===== src/rtl/pid_gain_i2c_target.sv =====
// pid_gain_i2c_target
//   I2C target holding the PID gains K_p/K_i/K_d. Host writes land in shadow
//   registers; all shadows are copied to the committed outputs together on
//   STOP, so the multipliers never see a partially updated gain set.
// Ports
//   clk, rst_n       system clock, async active-low reset
//   ena              block enable; low parks the bus logic and drops pending writes
//   scl_in, sda_in   raw (asynchronous) I2C pin inputs
//   sda_oe           1 = pull SDA low (open drain)
//   K_p, K_i, K_d    committed gains
//   gain_update      one-clk pulse when a commit changes the committed set
//   busy             high from address match until STOP/START/abort
// Register map (2-bit pointer, auto-increment, wraps 3->0):
//   0 K_p, 1 K_i, 2 K_d, 3 ID (read-only 8'hD1, writes ACKed and discarded)
`timescale 1ns/1ps
module pid_gain_i2c_target #(
    parameter logic [6:0] DEV_ADDR = 7'h2A,
    parameter int         GAIN_W   = 8,     // must stay 8: one gain per I2C byte
    parameter logic [GAIN_W-1:0] KP_RST = 8'd1,
    parameter logic [GAIN_W-1:0] KI_RST = 8'd0,
    parameter logic [GAIN_W-1:0] KD_RST = 8'd0
) (
    input  logic              clk,
    input  logic              rst_n,
    input  logic              ena,
    input  logic              scl_in,
    input  logic              sda_in,
    output logic              sda_oe,
    output logic [GAIN_W-1:0] K_p,
    output logic [GAIN_W-1:0] K_i,
    output logic [GAIN_W-1:0] K_d,
    output logic              gain_update,
    output logic              busy
);

    localparam logic [GAIN_W-1:0] ID_VAL = 8'hD1;

    typedef enum logic [3:0] {
        IDLE, ADDR, ADDR_ACK, REG, REG_ACK, WDATA, WDATA_ACK, RDATA, RACK
    } state_t;

    state_t state, state_nxt;

    logic [1:0]        scl_sync, sda_sync;
    logic              scl_hist, sda_hist;
    logic              scl_s, sda_s;
    logic              scl_rise, scl_fall, start_det, stop_det;
    logic [3:0]        cnt;        // bits seen in the current byte / ack slot
    logic [GAIN_W-1:0] shreg;      // receive shifter, also the transmit shifter in RDATA
    logic [1:0]        ptr;
    logic              rw;
    logic              dirty;      // a shadow was written since the last commit
    logic              stop_q;
    logic              addr_hit;
    logic [GAIN_W-1:0] sh_p, sh_i, sh_d;
    logic [GAIN_W-1:0] rd_byte;

    // Bus idles high, so the synchronisers reset to 1 to avoid a fake edge.
    always_ff @(posedge clk or negedge rst_n) begin
        if (!rst_n) begin
            scl_sync <= 2'b11;
            sda_sync <= 2'b11;
            scl_hist <= 1'b1;
            sda_hist <= 1'b1;
        end else begin
            scl_sync <= {scl_sync[0], scl_in};
            sda_sync <= {sda_sync[0], sda_in};
            scl_hist <= scl_sync[1];
            sda_hist <= sda_sync[1];
        end
    end

    assign scl_s     = scl_sync[1];
    assign sda_s     = sda_sync[1];
    assign scl_rise  = scl_s & ~scl_hist;
    assign scl_fall  = ~scl_s & scl_hist;
    // SCL must be high on both samples so SCL edges never alias to START/STOP.
    assign start_det = scl_s & scl_hist & sda_hist & ~sda_s;
    assign stop_det  = scl_s & scl_hist & ~sda_hist & sda_s;
    assign addr_hit  = (shreg[7:1] == DEV_ADDR);

    // Reads show the shadows, so pending (uncommitted) writes are visible.
    always_comb begin
        rd_byte = ID_VAL;
        case (ptr)
            2'd0:    rd_byte = sh_p;
            2'd1:    rd_byte = sh_i;
            2'd2:    rd_byte = sh_d;
            default: rd_byte = ID_VAL;
        endcase
    end

    always_ff @(posedge clk or negedge rst_n) begin
        if (!rst_n) state <= IDLE;
        else        state <= state_nxt;
    end

    always_comb begin
        state_nxt = state;
        if (!ena || stop_det) begin
            state_nxt = IDLE;
        end else if (start_det) begin
            state_nxt = ADDR;
        end else if (scl_fall) begin
            case (state)
                ADDR:      if (cnt == 4'd8) state_nxt = addr_hit ? ADDR_ACK : IDLE;
                ADDR_ACK:  state_nxt = rw ? RDATA : REG;
                REG:       if (cnt == 4'd8) state_nxt = REG_ACK;
                REG_ACK:   state_nxt = WDATA;
                WDATA:     if (cnt == 4'd8) state_nxt = WDATA_ACK;
                WDATA_ACK: state_nxt = WDATA;
                RDATA:     if (cnt == 4'd8) state_nxt = RACK;
                // shreg[0] holds the host's ack bit: 0 = ACK, keep reading
                RACK:      if (cnt == 4'd1) state_nxt = shreg[0] ? IDLE : RDATA;
                default:   state_nxt = state;
            endcase
        end
    end

    always_ff @(posedge clk or negedge rst_n) begin
        if (!rst_n) begin
            cnt         <= '0;
            shreg       <= '0;
            ptr         <= '0;
            rw          <= 1'b0;
            sda_oe      <= 1'b0;
            busy        <= 1'b0;
            dirty       <= 1'b0;
            stop_q      <= 1'b0;
            gain_update <= 1'b0;
            sh_p        <= KP_RST;
            sh_i        <= KI_RST;
            sh_d        <= KD_RST;
            K_p         <= KP_RST;
            K_i         <= KI_RST;
            K_d         <= KD_RST;
        end else begin
            gain_update <= 1'b0;
            stop_q      <= ena & stop_det;
            if (!ena) begin
                cnt    <= '0;
                sda_oe <= 1'b0;
                busy   <= 1'b0;
                dirty  <= 1'b0;
                sh_p   <= K_p;
                sh_i   <= K_i;
                sh_d   <= K_d;
            end else begin
                if (start_det || stop_det) begin
                    cnt    <= '0;
                    sda_oe <= 1'b0;
                    busy   <= 1'b0;
                end else if (scl_rise) begin
                    if (state inside {ADDR, REG, WDATA, RACK})
                        shreg <= {shreg[GAIN_W-2:0], sda_s};
                    if (state inside {ADDR, REG, WDATA, RDATA, RACK})
                        cnt <= cnt + 4'd1;
                end else if (scl_fall) begin
                    case (state)
                        ADDR: if (cnt == 4'd8) begin
                            cnt <= '0;
                            if (addr_hit) begin
                                sda_oe <= 1'b1;
                                rw     <= shreg[0];
                                busy   <= 1'b1;
                            end
                        end
                        ADDR_ACK: begin
                            cnt <= '0;
                            if (rw) begin
                                shreg  <= rd_byte;
                                sda_oe <= ~rd_byte[GAIN_W-1];
                            end else begin
                                sda_oe <= 1'b0;
                            end
                        end
                        REG: if (cnt == 4'd8) begin
                            cnt    <= '0;
                            ptr    <= shreg[1:0];
                            sda_oe <= 1'b1;
                        end
                        REG_ACK, WDATA_ACK: begin
                            cnt    <= '0;
                            sda_oe <= 1'b0;
                        end
                        WDATA: if (cnt == 4'd8) begin
                            cnt    <= '0;
                            sda_oe <= 1'b1;
                            ptr    <= ptr + 2'd1;
                            case (ptr)
                                2'd0:    sh_p <= shreg;
                                2'd1:    sh_i <= shreg;
                                2'd2:    sh_d <= shreg;
                                default: ;
                            endcase
                            if (ptr != 2'd3) dirty <= 1'b1;
                        end
                        RDATA: if (cnt == 4'd8) begin
                            cnt    <= '0;
                            sda_oe <= 1'b0;
                            ptr    <= ptr + 2'd1;
                        end else begin
                            // drive only zeros; a 1 is the released line
                            shreg  <= {shreg[GAIN_W-2:0], 1'b0};
                            sda_oe <= ~shreg[GAIN_W-2];
                        end
                        RACK: if (cnt == 4'd1) begin
                            cnt <= '0;
                            if (!shreg[0]) begin
                                shreg  <= rd_byte;
                                sda_oe <= ~rd_byte[GAIN_W-1];
                            end else begin
                                busy <= 1'b0;
                            end
                        end
                        default: ;
                    endcase
                end

                // Commit one clk after STOP detection; dirty survives a
                // repeated START so an aborted transfer commits at the real STOP.
                if (stop_q && dirty) begin
                    K_p         <= sh_p;
                    K_i         <= sh_i;
                    K_d         <= sh_d;
                    gain_update <= ({sh_p, sh_i, sh_d} != {K_p, K_i, K_d});
                    dirty       <= 1'b0;
                end
            end
        end
    end

endmodule


===== config.mk =====
export PLATFORM = sky130hd
export DESIGN_NAME = pid_gain_i2c_target
export DESIGN_NICKNAME = d
export VERILOG_FILES = /design/src/rtl/pid_gain_i2c_target.sv
export SDC_FILE = /design/constraint.sdc
export NUM_CORES = 1
export LEC_CHECK = 0
export ABC_AREA = 1
export BUFFER_PORTS_ARGS = -buffer_cell sky130_fd_sc_hd__buf_2
export CAP_MARGIN = 10
export CORE_ASPECT_RATIO = 1.5
export CORE_MARGIN = 2
export CORE_UTILIZATION = 30
export CTS_BUF_LIST = sky130_fd_sc_hd__clkbuf_4 sky130_fd_sc_hd__clkbuf_8
export CTS_CLUSTER_SIZE = 40
export DETAILED_ROUTE_END_ITERATION = 10
export PLACE_DENSITY_LB_ADDON = 0.15
export SLEW_MARGIN = 20
export SYNTH_ARGS = -nofsm -noshare
export SYNTH_HDL_FRONTEND = slang
export SYNTH_SLANG_ARGS = --single-unit

===== constraint.sdc =====
create_clock -name clk -period 5.2 [get_ports clk]
set_input_delay 0.52 -clock clk [delete_from_list [all_inputs] [get_ports clk]]
set_output_delay 0.52 -clock clk [all_outputs]
set_load 0.005 [all_outputs]

Yosys cells after proc, flatten, opt, wreduce, memory -nomap -nowiden. Cells that the tools add are included.

Flip-flop bits (word level): 78. Latch bits: 0. RAM bits: 0. ROM bits: 0. Memories: 0.

Add/sub/neg operators: 2. Multiply operators: 0. Divide/modulo/power cells: 0. $lt $le $gt $ge: 0. Equal/unequal tests: 56. Shift-type cells: 0. Mux-type cells: 82. Bitwise operators: 16. Reduce and logical (&&, ||, !) cells: 30.

Operators by type and width (count): 8-bit two-way mux (28); 4-bit two-way mux (15); 8-bit one-hot mux with 3 select lines (2); 4-bit != test, second input constant (10); 4-bit one-hot mux with 7 select lines (1); 7-bit AND reduction (4); 1-bit two-way mux (27); 24-bit != test (1); 6-bit AND reduction (4); 4-bit by 3-bit equality test with 1-bit output, second input constant (4); 2-bit by 1-bit != test with 1-bit output, second input constant (8); 8-bit AND reduction (2); 3-bit by 1-bit != test with 1-bit output, second input constant (5); 3-bit != test, second input constant (4); 4-bit one-hot mux with 3 select lines (1); 3-bit by 2-bit != test with 1-bit output, second input constant (3); 9-bit AND reduction (1); 9-bit nonzero test (1); 1-bit bitwise AND (8); 4-bit by 1-bit equality test with 1-bit output, second input constant (2); 4-bit by 2-bit equality test with 1-bit output, second input constant (2); 4-bit equality test, second input constant (2); 2-bit != test, second input constant (4); 4-bit by 1-bit != test with 1-bit output, second input constant (2); 29 further kinds (45).

Depth between registers and ports, before layout.
Depth in word-level cells: 10. Gate-level depth with buffers: 12. Mapped depth without buffers: 11.

Worst setup path after synthesis. Ideal clock, no wire load.

Path type: register to register. From: reg scl_hist. To: reg sh_d[0]. Setup time: 0.117 ns. Arrival: 1.750 ns. Slack: 3.334 ns. Cell stages (with the launch flop): 11. Path buffers: 2. Period minus slack after synthesis: 1.866 ns. Cells stage by stage: dfstp_2 -> inv_1 -> ha_1 -> buf_4 -> nor2_2 -> nand4_4 -> buf_6 -> o21ai_4 -> inv_4 -> nand2_1 -> nand2_1.

Cells in the longest elaborated chain, start to end: 6. Elaborated cells on any way between the ends: 13. Those cells by class: 3 x eq/ne; 8 x bitwise; 2 x reduce/logical.

Ends and longest elaborated chain: start, declared (line 45) `logic scl_hist, sda_hist;`; start signal, assigned (line 68) `scl_hist <= scl_sync[1];`; 1-bit bitwise AND (line 78, 79); 1-bit bitwise AND, on equally long branches (2 in series) (line 78, 79); 1-bit logical OR (line 149) `if (start_det || stop_det) begin`; 2-bit != test (no line); 6-bit AND reduction (no line) *; end signal, assigned (line 147) `sh_d <= K_d;`; end signal, assigned (line 193) `2'd2: sh_d <= shreg;`; end, declared (line 55) `logic [GAIN_W-1:0] sh_p, sh_i, sh_d;`.

Every way passes the cells marked *; elsewhere a longest branch is shown, timed or not. A chain may end at the register's enable or synchronous reset.

Final worst setup path.
From: in ena. To: reg K_i[5].

Cells in the longest elaborated chain, start to end: 1.

Ends and longest elaborated chain: start, declared (line 25) `input logic ena,`; 2-bit AND reduction (no line); end signal, assigned (line 224) `K_i <= sh_i;`; end, declared (line 30) `output logic [GAIN_W-1:0] K_i,`.

Every way passes these cells.

==> metrics <==
final hold viol count 0; chip height 155.4 um; PostCTS Resize Cnt 0; I/O pin cnt 32; Final nets 656; final setup margin approximately 2.9 ns; leakage power ~2.5 nW; First-pass DRT Iterations 5; worst min path class primary input to async pin; synth unique cells 31; maxcap violations 0; cell area after layout just over 5000 um2; pin count of the biggest net entering global routing just under 80; grt ovf 0; n_diodes 0; Fillers between 1,500 and 2,000; CTS tree done; crit-path cells buf_2 > inv_2 > nor2_2 > buf_4 > clkinv_1 > o21ai_0; met2 Use GR a little under a third; Die Width 104.9 um; first-pass GRT wire length about 21 mm; routed vias about 4,000; clk_lat worst skew between 0.3 and 0.4 ns; Worst-path clk slew approximately 0.09 ns; Synth area leaders dfrtp_1, nand2_1, o21ai_0; pre-CTS setup slack roughly 2.5 ns; Buffers on Ports 31; Crit Path Class primary input to flip-flop; Syn Nets approximately 630; CTS root buf clkbuf_8; initial antenna violation count 0; worst path required time 5.47 ns; Final Skew between 0.009 and 0.01 ns; core area 15,000 um2; remaining antenna violation count 0; gr busiest metal met2; Slew @ Worst Pin between 0.7 and 0.8 ns; CP max-delay cell buf_2; Rows 55; GPL Wtd Cong roughly 0.9; # DRC 0; cts hold-fix bufs 0; fmax about 440 MHz; Period minus WS final 2.294 ns; crit-path max cell delay approximately 0.58 ns; synth warn 0; Critical Path AT 2.57 ns; Clock Tree Buf Depth 2; via count of the first global-routing pass between 4,000 and 5,000; GR Util met1 19.66%; critical path endpoint category flip-flop; H-tree levels 3; setup TNS 0 ns; placed cell area slightly below 5000 um2; PD cells 285.7 nW/um2; Max-slew headroom about half; final WL roughly 13 mm; cts bufs inserted 9; crit share post-route about 44%; worst-path fanout max 34; syn_area_per_cell 7.489 um2; final setup violating endpoints 0; Cells after Synth about 610; CP top delay family buffers and inverters; Bufs and invs on worst path 4; startpoint class of the critical path primary input; total track usage between 15 and 20%; post-CTS setup buffer count 0; synthesized flop and latch total 78; share of post-route cells with drive strength above 1 between 10% and 20%; Area Overhead vs Synth 12.04%; WHS roughly 0.18 ns; worst ir drop on vdd around 0.00011 V; outcome finished clean; Pins Over Slew Limit 0; die area about 16,000 um2; area of the mapped netlist 4583 um2; top cell type by total area after synthesis dfrtp_1; Detailed Place HPWL around 10 mm; initial core utilization between 30% and 40%; top-area cell type share of the netlist area a little under two fifths; GR met3 Demand/Resource ~2.4%; clock sink total between 70 and 80; via/cell ratio 4.729; average routed wire per standard cell about 16 um; DR iter-0 viols approximately 210; post-synthesis sequential area ratio a little over two fifths; RSZ-0062 raised after global routing false
metal layers:
metal | share of wire [%] | vias up
met4 | 3.0 | 0
li1 | - | 2014
met2 | 54 | 63
met5 | 0 | -
met3 | 2.4 | 21
met1 | 41 | 1893
cells in the mapped netlist (all sizes together):
cell    number
nand4       11
a21oi       21
dfrtp       70
inv         61
clkbuf       9
o21ai       64
nor4         1
a31oi        2
clkinv       1
buf          6
xnor2       24
or2          1
o211ai       2
nor3        12
dfstp        8
nand3       51
nand2      213
ha          11
nor2        44
power by group:
part	total [mW]	leakage [nW]	switching (mW)	internal [mW]
Clock	0.500	0.105	0.253	0.247
Combinational	0.234	1.41	0.146	0.0874
Sequential	0.734	0.956	0.0695	0.664
Total	1.47	2.47	0.469	0.998
registers in the layout (all words and copies together), names as in the netlist, 2 cells and up:
register,count
K_i,8
scl_sync,2
state,4
sh_i,8
sh_p,8
shreg,8
ptr,2
K_d,8
K_p,8
cnt,4
sh_d,8
sda_sync,2
cells by family (layout without fill, tap and decap cells):
family	count (synthesis)	count (layout)	share of synthesized area [%]
adders and majority gates	11	11	3.003
AOI/OAI and AO/OA	89	89	10.62
DFF	78	78	42.81
xor gates and xnor gates	24	24	4.586
and+or+nand+nor	333	333	32.16
buffers and inverters	77	110	6.825
worst paths after layout:
kind,startpoint,to,slack [ns],depth (start not counted)
min in group clk,scl_in,scl_sync[0],0.25,1
max in group asynchronous,rst_n,cnt[2],4.49,1
min reg2reg,sda_sync[0],sda_sync[1],0.36,0
max reg2reg,scl_sync[1],shreg[6],3.06,8
max,ena,K_i[5],2.91,6
min,rst_n,busy,0.18,1
per-stage QoR:
stage / utilization [%] / power (mW) / instances
3_3_place_gp: 32.79 / 0.9789 / 828
5_1_grt: 34.23 / 1.551 / 844
2_1_floorplan: - / 0.8865 / 612
3_5_place_dp: 32.79 / 0.9818 / 828
4_1_cts: 34.20 / 1.485 / 844
6_report: 34.23 / 1.467 / 844
cells in the final DEF, fill, tap and decap left out, drive strengths merged, types with 2 or more instances in the layout:
master and count:
a31oi 2, dfrtp 70, nand2 213, o211ai 2, dfstp 8, nor2 44, inv 63, clkbuf 11
clkinv 2, nand4 11, xnor2 24, ha 11, nand3 51, nor3 12, a21oi 21, buf 32
o21ai 64
final cells by class:
cell class              count  area [um2]  area share, %
clock inverters             5       66.31          1.291
clock buffers              11       145.1          2.827
inverters                  62       235.2          4.581
well taps                 199       249.0          4.849
flip-flops and latches     78        1962          38.21
multi-input cells         457        2308          44.96
repair buffers             32       168.9          3.289
No activity file was read; power rests on OpenSTA's default activity.
